File: src/rtl/i2s_capture_sdram.sv
// i2s_capture_sdram: line-in I2S receiver that packs 16-bit samples into
// 128-bit words and writes them into a circular SDRAM region through an
// arbiter client port (wr/ac handshake, 22-bit word address).
// Optional build macro I2S_CAPTURE_MONO_EN: keep left samples only, 8 per word.
module i2s_capture_sdram #(
    parameter logic [21:0] BASE_ADDR   = 22'h200000,
    parameter logic [21:0] RING_WORDS  = 22'd65536,
    parameter int unsigned SYNC_STAGES = 2
) (
    input  logic         clk,
    input  logic         reset_n,
    input  logic         enable,
    input  logic         SClk,
    input  logic         LRClk,
    input  logic         Din,
    output logic         sdram_wr,
    output logic [21:0]  sdram_addr,
    output logic [127:0] sdram_data,
    output logic [15:0]  sdram_be,
    input  logic         sdram_ac,
    input  logic         sdram_wait,
    output logic         busy,
    output logic         overrun,
    output logic [21:0]  words_written
);
    typedef enum logic {IDLE, REQ} wr_state_t;

    localparam logic [21:0] LAST_ADDR = BASE_ADDR + RING_WORDS - 22'd1;

    logic [SYNC_STAGES-1:0] sclk_sync, lr_sync, din_sync;
    logic         sclk_s, lr_s, din_s, sclk_d, strobe;
    logic         en_d, en_rise, en_active, armed, arm_now;
    logic         lr_prev, chan;
    logic [4:0]   bit_cnt;
    logic [14:0]  sreg;
    logic [15:0]  sample_val;
    logic         sample_done, word_done;
    logic [127:0] word_data;
    logic [127:0] fifo_mem [2];
    logic         wr_idx, rd_idx;
    logic [1:0]   fifo_cnt;
    logic         push, pop;
    logic [21:0]  wr_ptr, ww_cnt;
    logic         overrun_q;
    wr_state_t    state_q, state_d;
    logic         unused_wait;

    // The arbiter's wait line does not influence the request handshake.
    assign unused_wait = sdram_wait;

    assign sclk_s      = sclk_sync[SYNC_STAGES-1];
    assign lr_s        = lr_sync[SYNC_STAGES-1];
    assign din_s       = din_sync[SYNC_STAGES-1];
    assign strobe      = sclk_s & ~sclk_d;
    assign en_rise     = enable & ~en_d;
    assign arm_now     = strobe & lr_prev & ~lr_s & en_active & ~armed;
    assign sample_done = strobe & (lr_s == lr_prev) & (bit_cnt == 5'd15);
    assign sample_val  = {sreg, din_s};
    assign busy        = armed | (fifo_cnt != 2'd0) | sdram_wr;
    assign overrun     = overrun_q;
    assign words_written = ww_cnt;

    // Codec pin synchronisers and SClk edge history
    always_ff @(posedge clk) begin
        if (!reset_n) begin
            sclk_sync <= '0;
            lr_sync   <= '0;
            din_sync  <= '0;
            sclk_d    <= 1'b0;
        end else begin
            sclk_sync <= {sclk_sync[SYNC_STAGES-2:0], SClk};
            lr_sync   <= {lr_sync[SYNC_STAGES-2:0], LRClk};
            din_sync  <= {din_sync[SYNC_STAGES-2:0], Din};
            sclk_d    <= sclk_s;
        end
    end

    // Enable edge tracking; a rise only counts when the block is idle
    always_ff @(posedge clk) begin
        if (!reset_n) begin
            en_d      <= 1'b0;
            en_active <= 1'b0;
            armed     <= 1'b0;
        end else begin
            en_d <= enable;
            if (!enable) begin
                en_active <= 1'b0;
                armed     <= 1'b0;
            end else begin
                if (en_rise && !busy) en_active <= 1'b1;
                if (arm_now)          armed     <= 1'b1;
            end
        end
    end

    // Slot deserialiser: LR change marks the delay bit, then 16 bits MSB-first
    always_ff @(posedge clk) begin
        if (!reset_n) begin
            lr_prev <= 1'b0;
            chan    <= 1'b0;
            bit_cnt <= '0;
            sreg    <= '0;
        end else if (strobe) begin
            lr_prev <= lr_s;
            if (lr_s != lr_prev) begin
                bit_cnt <= '0;
                chan    <= lr_s;
            end else if (bit_cnt < 5'd16) begin
                sreg    <= {sreg[13:0], din_s};
                bit_cnt <= bit_cnt + 5'd1;
            end
        end
    end

`ifdef I2S_CAPTURE_MONO_EN
    logic [111:0] pack_buf;
    logic [2:0]   smp_cnt;

    assign word_done = armed & sample_done & ~chan & (smp_cnt == 3'd7);
    assign word_data = {sample_val, pack_buf};

    // Left-only packing: sample k lands in bits [16k+15:16k]
    always_ff @(posedge clk) begin
        if (!reset_n) begin
            pack_buf <= '0;
            smp_cnt  <= '0;
        end else if (!armed) begin
            smp_cnt <= '0;
        end else if (sample_done && !chan) begin
            for (int unsigned i = 0; i < 7; i++)
                if (smp_cnt == 3'(i)) pack_buf[16*i +: 16] <= sample_val;
            smp_cnt <= smp_cnt + 3'd1;
        end
    end
`else
    logic [95:0] pack_buf;
    logic [15:0] left_smp;
    logic        have_left;
    logic [1:0]  frame_cnt;

    assign word_done = armed & sample_done & chan & have_left & (frame_cnt == 2'd3);
    // Frame 3 goes straight into the outgoing word, so only frames 0..2 are buffered
    assign word_data = {left_smp, sample_val, pack_buf};

    // Stereo packing: frame k is {L,R} in bits [32k+31:32k]
    always_ff @(posedge clk) begin
        if (!reset_n) begin
            pack_buf  <= '0;
            left_smp  <= '0;
            have_left <= 1'b0;
            frame_cnt <= '0;
        end else if (!armed) begin
            have_left <= 1'b0;
            frame_cnt <= '0;
        end else if (sample_done) begin
            if (!chan) begin
                left_smp  <= sample_val;
                have_left <= 1'b1;
            end else if (have_left) begin
                for (int unsigned i = 0; i < 3; i++)
                    if (frame_cnt == 2'(i)) pack_buf[32*i +: 32] <= {left_smp, sample_val};
                have_left <= 1'b0;
                frame_cnt <= frame_cnt + 2'd1;
            end
        end
    end
`endif

    assign pop  = (state_q == REQ) & sdram_ac;
    assign push = word_done & ((fifo_cnt != 2'd2) | pop);

    // Two-entry write FIFO; simultaneous push and pop keep the count
    always_ff @(posedge clk) begin
        if (!reset_n) begin
            fifo_mem[0] <= '0;
            fifo_mem[1] <= '0;
            wr_idx      <= 1'b0;
            rd_idx      <= 1'b0;
            fifo_cnt    <= '0;
        end else begin
            if (push) begin
                fifo_mem[wr_idx] <= word_data;
                wr_idx           <= ~wr_idx;
            end
            if (pop) rd_idx <= ~rd_idx;
            case ({push, pop})
                2'b10:   fifo_cnt <= fifo_cnt + 2'd1;
                2'b01:   fifo_cnt <= fifo_cnt - 2'd1;
                default: fifo_cnt <= fifo_cnt;
            endcase
        end
    end

    // Ring pointer, acknowledged-word count and sticky overrun flag
    always_ff @(posedge clk) begin
        if (!reset_n) begin
            wr_ptr    <= BASE_ADDR;
            ww_cnt    <= '0;
            overrun_q <= 1'b0;
        end else if (en_rise && !busy) begin
            wr_ptr    <= BASE_ADDR;
            ww_cnt    <= '0;
            overrun_q <= 1'b0;
        end else begin
            if (pop) begin
                wr_ptr <= (wr_ptr == LAST_ADDR) ? BASE_ADDR : wr_ptr + 22'd1;
                ww_cnt <= ww_cnt + 22'd1;
            end
            if (word_done && !push) overrun_q <= 1'b1;
        end
    end

    // Write FSM state register
    always_ff @(posedge clk) begin
        if (!reset_n) state_q <= IDLE;
        else          state_q <= state_d;
    end

    // Write FSM next state: request while the FIFO holds data, release on ac
    always_comb begin
        state_d = state_q;
        case (state_q)
            IDLE:    if (fifo_cnt != 2'd0) state_d = REQ;
            REQ:     if (sdram_ac)         state_d = IDLE;
            default: state_d = IDLE;
        endcase
    end

    // Write FSM outputs: address and data are zero outside a request
    always_comb begin
        sdram_wr   = 1'b0;
        sdram_addr = '0;
        sdram_data = '0;
        sdram_be   = '1;
        if (state_q == REQ) begin
            sdram_wr   = 1'b1;
            sdram_addr = wr_ptr;
            sdram_data = fifo_mem[rd_idx];
        end
    end

endmodule
File: config.mk
export PLATFORM = sky130hd
export DESIGN_NAME = i2s_capture_sdram
export DESIGN_NICKNAME = d
export VERILOG_FILES = /design/src/rtl/i2s_capture_sdram.sv
export SDC_FILE = /design/constraint.sdc
export NUM_CORES = 1
export LEC_CHECK = 0
export CAP_MARGIN = 20
export CORE_MARGIN = 3
export CORE_UTILIZATION = 52
export DETAILED_ROUTE_END_ITERATION = 8
export GPL_TIMING_DRIVEN = 0
export PLACE_DENSITY = 0.85
export SLEW_MARGIN = 25
export SYNTH_ARGS = -nofsm -noshare
export SYNTH_HDL_FRONTEND = slang
export SYNTH_SLANG_ARGS = --single-unit
File: constraint.sdc
create_clock -name clk -period 5.7 [get_ports clk]
set_input_delay 1.14 -clock clk [delete_from_list [all_inputs] [get_ports clk]]
set_output_delay 1.14 -clock clk [all_outputs]
set_load 0.01 [all_outputs]
==> results of run 1 <==
## layer usage
| metal | track usage (%) | vias up |
|---|---|---|
| met5 | 0 | - |
| met4 | 8.38 | 0 |
| met3 | 3.52 | 116 |
| met2 | 38.7 | 511 |
| met1 | 29.7 | 6415 |
| li1 | - | 6274 |
## cell type report
type                    count  area [µm²]
fillers                  2699       13100
flip-flops and latches    454       11700
multi-input cells        1126        7470
repair buffers            184        1900
clock buffers              53        1220
well taps                 504         631
plain buffers             120         617
clock inverters            28         304
inverters                  15        56.3
diodes                      1        2.50
## how the worst min path moves through the flow
stage | slack [ps] | start | to | cells after the start
floorplan | 410 | din_sync[0] | din_sync[1] | 1
global placement | 420 | sclk_sync[0] | sclk_sync[1] | 1
detailed placement | 420 | lr_sync[0] | lr_sync[1] | 1
CTS | 430 | lr_sync[0] | lr_sync[1] | 1
global route | 450 | din_sync[0] | din_sync[1] | 1
finish | 430 | sclk_sync[0] | sclk_sync[1] | 1
## kinds of logic after synthesis
logic type               count (synthesis)  share of synthesized area [%]
AND/OR/NAND/NOR                        749                           21.0
flip-flops                             454                           59.1
multiplexers                           241                           12.2
buffers and inverters                  135                           3.41
AO/OA/AOI/OAI                           85                           2.46
XOR/XNOR                                26                           1.19
adder cells (fa/ha/maj)                  9                          0.571
other                                    1                         0.0190
## stage by stage
stage                     util (%)  instance area [µm²]
after floorplan                  -                19800
after global placement        60.1                22200
after detailed placement      60.4                22300
after CTS                     64.5                23800
after global routing          64.5                23800
final                         64.5                23800
## report_power, final
group,internal (mW),leakage (nW),switching [mW]
combinational,0.0434,3.95,0.108
sequential,3.55,4.02,0.0288
clock,1.80,0.750,1.22
total,5.39,8.72,1.36
## cell usage in the layout (no fill, tap or decap), types with 46 or more instances in the layout
| cell type | count |
|---|---|
| sky130_fd_sc_hd__and2_1 | 288 |
| sky130_fd_sc_hd__clkbuf_1 | 51 |
| sky130_fd_sc_hd__clkbuf_16 | 46 |
| sky130_fd_sc_hd__clkdlybuf4s50_1 | 180 |
| sky130_fd_sc_hd__dfxtp_1 | 198 |
| sky130_fd_sc_hd__edfxtp_1 | 256 |
| sky130_fd_sc_hd__mux2i_1 | 241 |
| sky130_fd_sc_hd__nand2_1 | 189 |
| sky130_fd_sc_hd__nor2_1 | 52 |
| sky130_fd_sc_hd__nor2b_1 | 130 |
## flip-flops by register name, summed over array words and instances, names as in the netlist, 5 cells and up, named ones only
name           flops
left_smp          16
words_written     22
sreg              15
fifo_mem         256
bit_cnt            5
wr_ptr            22
pack_buf          96
==> impl_summary.md, run 1 <==
Status
The run finished with clean final reports.

Global routing
The maximum number of pins on one net before global-route repair is 51. The first global-routing pass estimated 73200 µm of wire. The total routing resource utilization after global routing is 22.8%. The via count of the first global-routing pass is 13200. The number of antenna violations at the first check in global routing is 0. The total overflow left after global routing is 0.

Drt
The total detailed-routing wirelength is 47300 µm. The routed metal-1 wire length is 19300 µm. The detailed router finished its first iteration with 972 violations. For this run, design rule violations remaining after detail routing come to 0. The detail-routed net length per standard cell is 19.0 µm.

The length of the first detailed-routing pass in iterations is 5. For this block, the via count after detailed routing is 13300. The per-cell via count in the routed design is 5.36. The highest metal layer used by the detailed router is met4. Once detail routing completed, the nets flagged for antenna violations numbered 0. After detailed routing, the met3 layer carries 3180 µm of wire. In the detailed route, the total length drawn on met2 is 23000 µm.

Worst setup path
The startpoint kind of the worst setup timing path is a register. The worst register-to-register path begins at bit_cnt[0]. The required time of the worst setup path is 4560 ps. The critical path class is reg -> out. The largest individual stage delay along the critical path comes from the cell sky130_fd_sc_hd__clkbuf_1. Across all register-to-register paths, the minimum setup slack is 2160 ps. The critical path starts at state_q.

The cell occurring most often along the worst timing path is sky130_fd_sc_hd__clkbuf_1. Data on the critical path arrives at its endpoint at 3650 ps. Counting buffers and inverters, the worst setup path is 5 cells deep. The depth of the worst register-to-register path is 10. On the worst path, the slowest cell contributes a delay of 800 ps. The critical path endpoint category is an output port.

The family of cells with the greatest summed delay on the critical path is buffers and inverters. The endpoint identified for the worst register-to-register timing path is fifo_mem[1][61]. Of all nets on the critical path, the largest fanout is 10. The most critical setup path has its endpoint at sdram_data[68].

The count of buffering cells on the critical path with inverters included is 4. Traced cell by cell, the critical path runs through buf_4 > clkbuf_1 > clkbuf_1 > nor2b_1 > clkdlybuf4s50_1.

Timing
The smallest clock period supported by the final layout is computed as 4790 ps. The max-slew headroom at the worst pin is 31.1%. Setup violations remaining at the end of the flow were counted as 0.

Setup repair after global routing left no endpoint under its margin. The worst setup slack after layout is 910 ps. The final-layout setup total negative slack is 0 ps. Between clock sinks in the finished design, the worst skew comes to 29.9 ps. The number of endpoints with negative hold slack in the final report is 0.

The final-layout worst hold slack is 431 ps. After layout, the worst path uses 84.0% of the clock period. The slew at the pin closest to its max-slew limit is 1030 ps.

Derived from the worst setup path, the maximum achievable clock frequency is 209 MHz. The total count of max-transition violations in the final report is 0.

Place
Routability-driven placement finished with a final weighted congestion of 0.837. Input and output buffers added on the ports amount to 180. The post-placement setup slack is 1200 ps. The HPWL after detailed placement is 32900 µm. Including well taps, the total number of placed cells is 2403.

Die
Row generation in the floorplan step produced 70 rows. The width of the die is 201 µm. The die outline height is 201 µm. The overall die area is 40300 µm². The initial core utilization is 53.4%. The core region is 37000 µm². The top-level port count is 199.

Synthesis
The cell count after synthesis is 1700. The number of warnings issued by yosys is 0. Sorting the synthesized cells by area gives the leading types as sky130_fd_sc_hd__edfxtp_1, sky130_fd_sc_hd__dfxtp_1, sky130_fd_sc_hd__mux2i_1, sky130_fd_sc_hd__and2_1, sky130_fd_sc_hd__nor2b_1. The mean instance size in the synthesized netlist is 11.6 µm². The synthesized design contains 256 enable-type register cells.

In the synthesized netlist the dominant register cell turns out to be sky130_fd_sc_hd__edfxtp_1. The most frequently used cell type in the post-synthesis netlist is sky130_fd_sc_hd__and2_1. The top cell type by area accounts for 39.0% of the synthesized area. The register bit count reported by yosys is 454.

Summing the sequential cell areas from Yosys gives 59.1% of the chip area. The top cell type by total area after synthesis is sky130_fd_sc_hd__edfxtp_1. The cell area after technology mapping is 19700 µm². The number of distinct library cells after synthesis is 56. In the synthesized netlist, the cells that appear most often are sky130_fd_sc_hd__and2_1, sky130_fd_sc_hd__edfxtp_1, sky130_fd_sc_hd__mux2i_1, sky130_fd_sc_hd__dfxtp_1, sky130_fd_sc_hd__nand2_1. The share of synthesized registers carrying an async set or reset is 0%.

CTS
The clock net in this run drives a total of 454 sinks. The number of levels in the clock H-tree is 2. The number of gates resized after cts is 0. The number of buffers inserted by post-CTS setup repair is 0. The cell sitting at the root of the clock tree is a sky130_fd_sc_hd__clkbuf_16. The clock tree buffer depth is 3. The register clock-pin slew on the reported worst setup and hold paths is 60 ps. The clock tree from TritonCTS is built. In this run, CTS created clock tree buffers numbering 44.

The quantity of hold-fixing buffers added after cts is 0. Clock latency on the worst-skew pair, taken at its later pin, is 560 ps.

Layout
The area growth from synthesis to layout is 20.9%. The share of cells above drive strength 1 is 8.03%. The count of placed standard cells in the final layout, fillers left out is 2485. At the end of the flow, the number of nets in the layout was 1962.

Hold path
In this run the worst hold path is classified as reg -> reg.

Pwr
The ratio of total power to cell area is 283 nW/µm². In this run the static leakage power is 8.72 nW. The maximum vdd drop is 0.000195 V.

The total power of the final layout is 6.74 mW.

Flow run
The max capacitance violation total is 0.
No activity file was read; power rests on OpenSTA's default activity.
==> run 2, diff against run 1 <==
Settings changed: CORE_UTILIZATION 52 to 57, PLACE_DENSITY 0.85 to 0.88.
Clock period 5.7 ns to 4.44 ns, I/O delays scaled along.
==> impl_summary.md, run 2 (synthesis results as in run 1) <==
Worst setup path
The minimum setup slack among reg-to-reg paths is 1040 ps. The critical path class is reg -> out. On the critical path the largest part of the delay comes from buffers and inverters.

The cell that appears most often on the critical path is sky130_fd_sc_hd__clkbuf_1. The worst-path maximum fanout is 10. Walking the worst path, the cells encountered are clkbuf_1 > clkbuf_1 > mux2i_1 > nor2b_1 > clkdlybuf4s50_1. The required time of the worst setup path is 3550 ps.

The destination of the worst register-to-register timing path is fifo_mem[1][31]. The delay of the slowest cell on the worst path is 740 ps. The startpoint identified for the worst register-to-register timing path is bit_cnt[0]. The slowest library cell on the worst path is sky130_fd_sc_hd__clkbuf_1. The arrival time reported for the critical path endpoint is 3240 ps. Counting both buffers and inverters, the worst setup path holds a total of 3. The startpoint kind of the worst setup timing path is a register. STA classifies the critical path endpoint as an output port. The number of cells on the worst reg-to-reg path is 10.

Drt
The first detailed-routing pass ran for 5 iterations. The first routing iteration left 1076 violations. After detailed routing, the number of vias per cell comes to 5.52.

The number of nets still failing antenna checks after routing is 0. The routed design has 47000 µm of wire. The vias after detailed routing is 13400. After detailed routing, the average wire length per cell comes to 19.4 µm. For this run, design rule violations remaining after detail routing come to 0.

Die
The top-level port count is 199. The width of the die is 192 µm. The initial utilization of the core area, before any placement, comes to 58.4%. The row count is 67. The die outline height is 192 µm. The placeable core area is 33800 µm². The overall die area is 36900 µm².

Place
The wire-length estimate of the detail-placed layout is 32500 µm. At the end of routability-driven placement, the weighted congestion stood at 0.847. The number of buffers added on ports is 180.

Layout
The share of cells above drive strength 1 is 7.79%. The largest registers in the layout are fifo_mem x256, pack_buf x96. The total number of nets in the final design is 1960. Once layout is complete, the utilization of the core stands at 70.2%. The top cell types in the final layout, fill and taps aside, are sky130_fd_sc_hd__and2_1, sky130_fd_sc_hd__edfxtp_1, sky130_fd_sc_hd__mux2i_1, sky130_fd_sc_hd__dfxtp_1, sky130_fd_sc_hd__nand2_1. Leaving out fill and tap cells, the most frequent cell in the layout is sky130_fd_sc_hd__and2_1. The number of flip-flops in the largest register is 256. The register with the most flip-flops is fifo_mem. Relative to the synthesized area, the layout overhead comes to 20.3%.

Hold path
The type of the worst min-delay path is reg -> reg. The cell depth of the worst min-delay path is 1. The path with the worst hold slack has its endpoint at sclk_sync[1]. The startpoint identified for the worst hold timing path is sclk_sync[0].

Timing
The fraction of the cycle the final worst path needs is 93.0%. The worst pin sits at a relative slew slack of 33.4%. The final-layout setup total negative slack is 0 ps.

Setup repair after global routing left no endpoint under its margin. The total count of max-transition violations in the final report came to 0. The number of endpoints with negative hold slack in the final report is 0. The slew at the pin closest to its max-slew limit is 999 ps. The final setup violation count is 0.

The final critical delay including setup and external delays is 4130 ps. The clock skew after layout is 17.2 ps. The maximum frequency from static timing analysis is 242 MHz.

Global routing
The via count of the first global-routing pass was 13300. The first global-routing pass estimated 72300 µm of wire. In the global route stage, overall resource usage came out at 25.2%. Summed over all layers, the global routing overflow is 0. The number of antenna violations at the first check in global routing is 2. Entering global routing, the biggest net connects 66 pins.

CTS
The clock tree from TritonCTS is built. Buffers added to address setup during post-CTS repair amount to 0. Clock tree synthesis selected as its root buffer the cell sky130_fd_sc_hd__clkbuf_16.

The later pin in the worst-skew pair is clocked with a latency of 540 ps. Once the clock tree was built, the resizer swapped 0 gates to a different size. After clock tree synthesis, the clock-pin slew on the worst setup and hold paths is 60 ps. The number of levels in the clock H-tree is 2. The clock tree buffer depth is 3.

In this run, post-CTS hold repair placed 0 buffers. Clock tree synthesis inserted a total of 44 buffers. The CTS sink count is 454.

Pwr
The leakage power total is 8.68 nW. The ratio of total power to cell area is 361 nW/µm². Across the VDD grid, the largest voltage drop is 0.000292 V.

Status
The flow ran to the end, and the final reports show no timing, DRC or antenna violations.

Flow run
Max-cap violations in this run came to 0.
==> run 2: cell types whose count changed in the layout (fill, tap and decap cells not counted) <==
cell	change
sky130_fd_sc_hd__buf_16	+1
sky130_fd_sc_hd__clkbuf_1	+11
sky130_fd_sc_hd__buf_12	-2
sky130_fd_sc_hd__clkinvlp_4	+1
sky130_fd_sc_hd__nand2_8	+1
sky130_fd_sc_hd__nand2_4	-1
sky130_fd_sc_hd__clkinv_1	-8
sky130_fd_sc_hd__clkbuf_8	+4
sky130_fd_sc_hd__inv_6	-1
sky130_fd_sc_hd__bufinv_16	-3
sky130_fd_sc_hd__clkinv_2	-5
==> run 2: stage by stage <==
stage / hold WS, ps / total power [mW] / setup WS [ps] / std cells / area [µm²]
6_report: 432 / 8.55 / 310 / 2427 / 23700
3_5_place_dp: 419 / 4.87 / 230 / 2346 / 22200
2_1_floorplan: 412 / 4.80 / 685 / 1715 / 19800
5_1_grt: 459 / 8.78 / 170 / 2426 / 23700
3_3_place_gp: 415 / 4.86 / -1110 / 2343 / 22100
4_1_cts: 436 / 8.56 / 13.5 / 2427 / 23700
==> run 2: worst max-delay path by stage <==
stage | depth (start not counted) | endpoint | slack, ps | from
after floorplan | 6 | fifo_mem[1][0] | 680 | sdram_ac
after global placement | 7 | fifo_mem[1][59] | -1110 | sdram_ac
after detailed placement | 9 | fifo_mem[1][63] | 230 | sdram_ac
after CTS | 5 | sdram_data[90] | 10 | state_q
after global routing | 5 | sdram_data[67] | 170 | register
final | 5 | sdram_data[37] | 310 | register
==> run 2: power by group <==
group	total, mW	internal, mW	switching [mW]	leakage [nW]
Clock	3.77	2.22	1.55	0.714
Combinational	0.196	0.0549	0.141	3.94
Sequential	4.59	4.55	0.0384	4.02
Total	8.55	6.83	1.72	8.68
==> run 2: routing by layer <==
metal / part of all wire [%] / global-route usage, %
met4: 3.9 / 10.0
met2: 49 / 43.0
met3: 6.7 / 3.92
met5: 0.028 / 0
met1: 40 / 32.4
==> run 2: final cells by class <==
type / instances / area, µm²
multi-input cells: 1126 / 7480
plain buffers: 119 / 613
flip-flops and latches: 454 / 11700
well taps: 448 / 561
inverters: 15 / 56.3
clock buffers: 69 / 1320
diodes: 1 / 2.50
repair buffers: 183 / 1880
clock inverters: 12 / 158
fillers: 2240 / 10100
==> run 3, diff against run 2 <==
Settings changed: CORE_MARGIN 3 to not set.
==> impl_summary.md, run 3 (synthesis results as in run 1) <==
Timing
The total count of max-transition violations in the final report is 0. The fraction of the cycle the final worst path needs is 98.6%. The tightest hold path in the finished design has a slack of 429 ps. Across the routed clock network, the largest skew measured is 26.3 ps. Summed over all failing endpoints, the final setup total negative slack is 0 ps. The max-slew headroom at the worst pin is 32.6%. For the pin with the worst max-slew slack, the measured transition is 1010 ps. In the post-route analysis, the smallest setup slack over all paths is 63.8 ps. Setup violations remaining at the end of the flow were counted as 0.

The number of endpoints with negative hold slack in the final report is 0. Setup repair after global routing left no endpoint under its margin. Derived from the worst setup path, the maximum achievable clock frequency is 229 MHz. The final critical delay including setup and external delays is 4380 ps.

Die
The overall die area is 35300 µm². In this run the standard cell core region covers 33800 µm². Once the floorplan was initialized, standard cells occupied 58.4% of the core. The top-level port count is 199. The floorplan has 67 rows. The die outline height is 188 µm.

The die is 188 µm wide.

CTS
The clock tree from TritonCTS is built. The clock root buffer is sky130_fd_sc_hd__clkbuf_16. CTS built an H-tree with a depth of 2. The number of clock buffers inserted by TritonCTS is 43. The later pin in the worst-skew pair is clocked with a latency of 560 ps. The quantity of hold-fixing buffers added after cts is 0.

The clock tree buffer depth is 3. The number of buffers inserted by post-CTS setup repair is 0. After clock tree synthesis, the repair step resized 0 gates. Clock-pin slew was measured on the worst setup and hold paths at 60 ps.

The tree built by TritonCTS fans out to 454 sinks.

Pwr
Summed over all nets, the switching power comes to 1.73 mW. The ratio of total power to cell area is 357 nW/µm². The clock network power share is 43.4%.

The portion of total power attributed to sequential cells is 54.3%. The power share of the combinational group is 2.3%. The worst-case IR drop observed on VDD is 0.000436 V. In this run switching power makes up 20.5% of total power.

The total power of the final layout is 8.45 mW. The leakage power total is 8.67 nW. The internal power component is 6.72 mW.

Layout
The total number of nets in the final design is 1961. The share of cells above drive strength 1 is 7.89%. The number of filler cells placed in the layout is 2198. More flip-flops sit in one register than any other, and that register is fifo_mem. The leading cell type in the layout, fill and taps excluded is sky130_fd_sc_hd__and2_1. The number of diodes added for antenna fixing is 0. The count of placed standard cells in the final layout, fillers left out is 2426. The number of flip-flops in the largest register is 256. The final non-filler cell area is 23700 µm². The post-route core utilization is 70.1%.

The largest registers in the layout are fifo_mem x256, pack_buf x96. In the layout the commonest cells are sky130_fd_sc_hd__and2_1, sky130_fd_sc_hd__edfxtp_1, sky130_fd_sc_hd__mux2i_1, sky130_fd_sc_hd__dfxtp_1, sky130_fd_sc_hd__nand2_1. The total area of multi-input combinational cells is 7480 µm². Across the whole layout, storage elements account for 11700 µm².

The area overhead of the layout relative to synthesis is 20.1%.

Place
The final weighted congestion in routability-driven placement is 0.845. The number of buffers added on ports is 180. At the placement stage, the worst setup path has a slack of 428 ps. After detailed placement, the total cell area comes to 22300 µm². The detailed placer's ending HPWL is 31800 µm. The number of placed instances, taps included, is 2347.

Hold path
The path class of the tightest hold or removal check is reg -> reg. Along the worst hold path, the cell count comes to 1.

Worst setup path
Across all register-to-register paths, the minimum setup slack is 1240 ps. The worst setup path is of the reg -> out kind. The number of buffers and inverters on the critical path is 4. The slowest library cell on the worst path is sky130_fd_sc_hd__clkbuf_1. By instance count, the cell type seen most on the critical path is sky130_fd_sc_hd__clkbuf_1. The depth of the worst register-to-register path is 10. Along the worst path, the maximum fanout reaches 10. The critical path goes through buf_4 > clkbuf_1 > clkbuf_1 > nor2b_1 > clkdlybuf4s50_1. The arrival time reported for the critical path endpoint is 3490 ps. The delay of the slowest cell on the worst path is 750 ps. The number of cells on the critical path is 5. For the worst setup path, the data required time is 3550 ps.

The startpoint kind of the worst setup timing path is a register. On the critical path the largest part of the delay comes from buffers and inverters. The critical path endpoint category is an output port.

Drt
The number of remaining DRC errors is 0. The length of the first detailed-routing pass in iterations is 6. The detail-routed net length per standard cell is 19.1 µm. The total detailed-routing wirelength is 46300 µm.

The vias after detailed routing is 13500. In this run, the number of DRC markers left after iteration 0 of detailed routing was 1112. The per-cell via count in the routed design is 5.56.

In this run the remaining antenna-violating nets after routing total 0.

Flow run
The max capacitance violation total is 0.

Global routing
The via count of the first global-routing pass is 13000. The global route total overflow is 0. The first global-routing pass estimated 70600 µm of wire.

The number of antenna violations at the first check in global routing is 0. Entering global routing, the biggest net connects 67 pins. In the global route stage, overall resource usage came out at 25.6%.

Status
The run finished with clean final reports.
[run 3: cell count changes in the layout (fill, tap and decap cells not counted)]
cell / before / now
sky130_fd_sc_hd__buf_12: 0 / 3
sky130_fd_sc_hd__buf_16: 3 / 1
sky130_fd_sc_hd__bufinv_16: 3 / 1
sky130_fd_sc_hd__clkbuf_1: 62 / 60
sky130_fd_sc_hd__clkbuf_16: 46 / 45
sky130_fd_sc_hd__clkbuf_8: 8 / 11
sky130_fd_sc_hd__clkinv_2: 3 / 5
sky130_fd_sc_hd__clkinv_4: 1 / 0
sky130_fd_sc_hd__clkinv_8: 1 / 2
sky130_fd_sc_hd__diode_2: 1 / 0
sky130_fd_sc_hd__inv_6: 1 / 0
[run 3: path summary, 6_finish.rpt]
path | from | to
max reg2reg | bit_cnt[0] | fifo_mem[1][63]
min reg2reg | din_sync[0] | din_sync[1]
min | din_sync[0] | din_sync[1]
max | state_q | sdram_data[112]
[run 3: layout make-up]
class                   count  share of cell area, %
plain buffers             120                   2.60
well taps                 448                   2.37
multi-input cells        1126                   31.6
repair buffers            184                   7.98
inverters                  15                  0.238
flip-flops and latches    454                   49.2
clock inverters            11                  0.449
clock buffers              68                   5.58
[run 3: power by group through the flow]
stage | logic [mW] | clock network, mW | registers, mW
finish | 0.193 | 3.66 | 4.59
floorplan | 0.125 | 0 | 4.67
detailed placement | 0.192 | 0 | 4.68
global route | 0.209 | 3.84 | 4.60
global placement | 0.175 | 0 | 4.68
CTS | 0.193 | 3.67 | 4.59
[run 3: metal layers]
layer	up-vias	part of all wire, %	global-route usage [%]
li1	6268	-	-
met1	6504	40	33.2
met2	596	48	43.6
met3	113	7.3	3.31
met4	0	4.0	10.4
met5	-	0	0
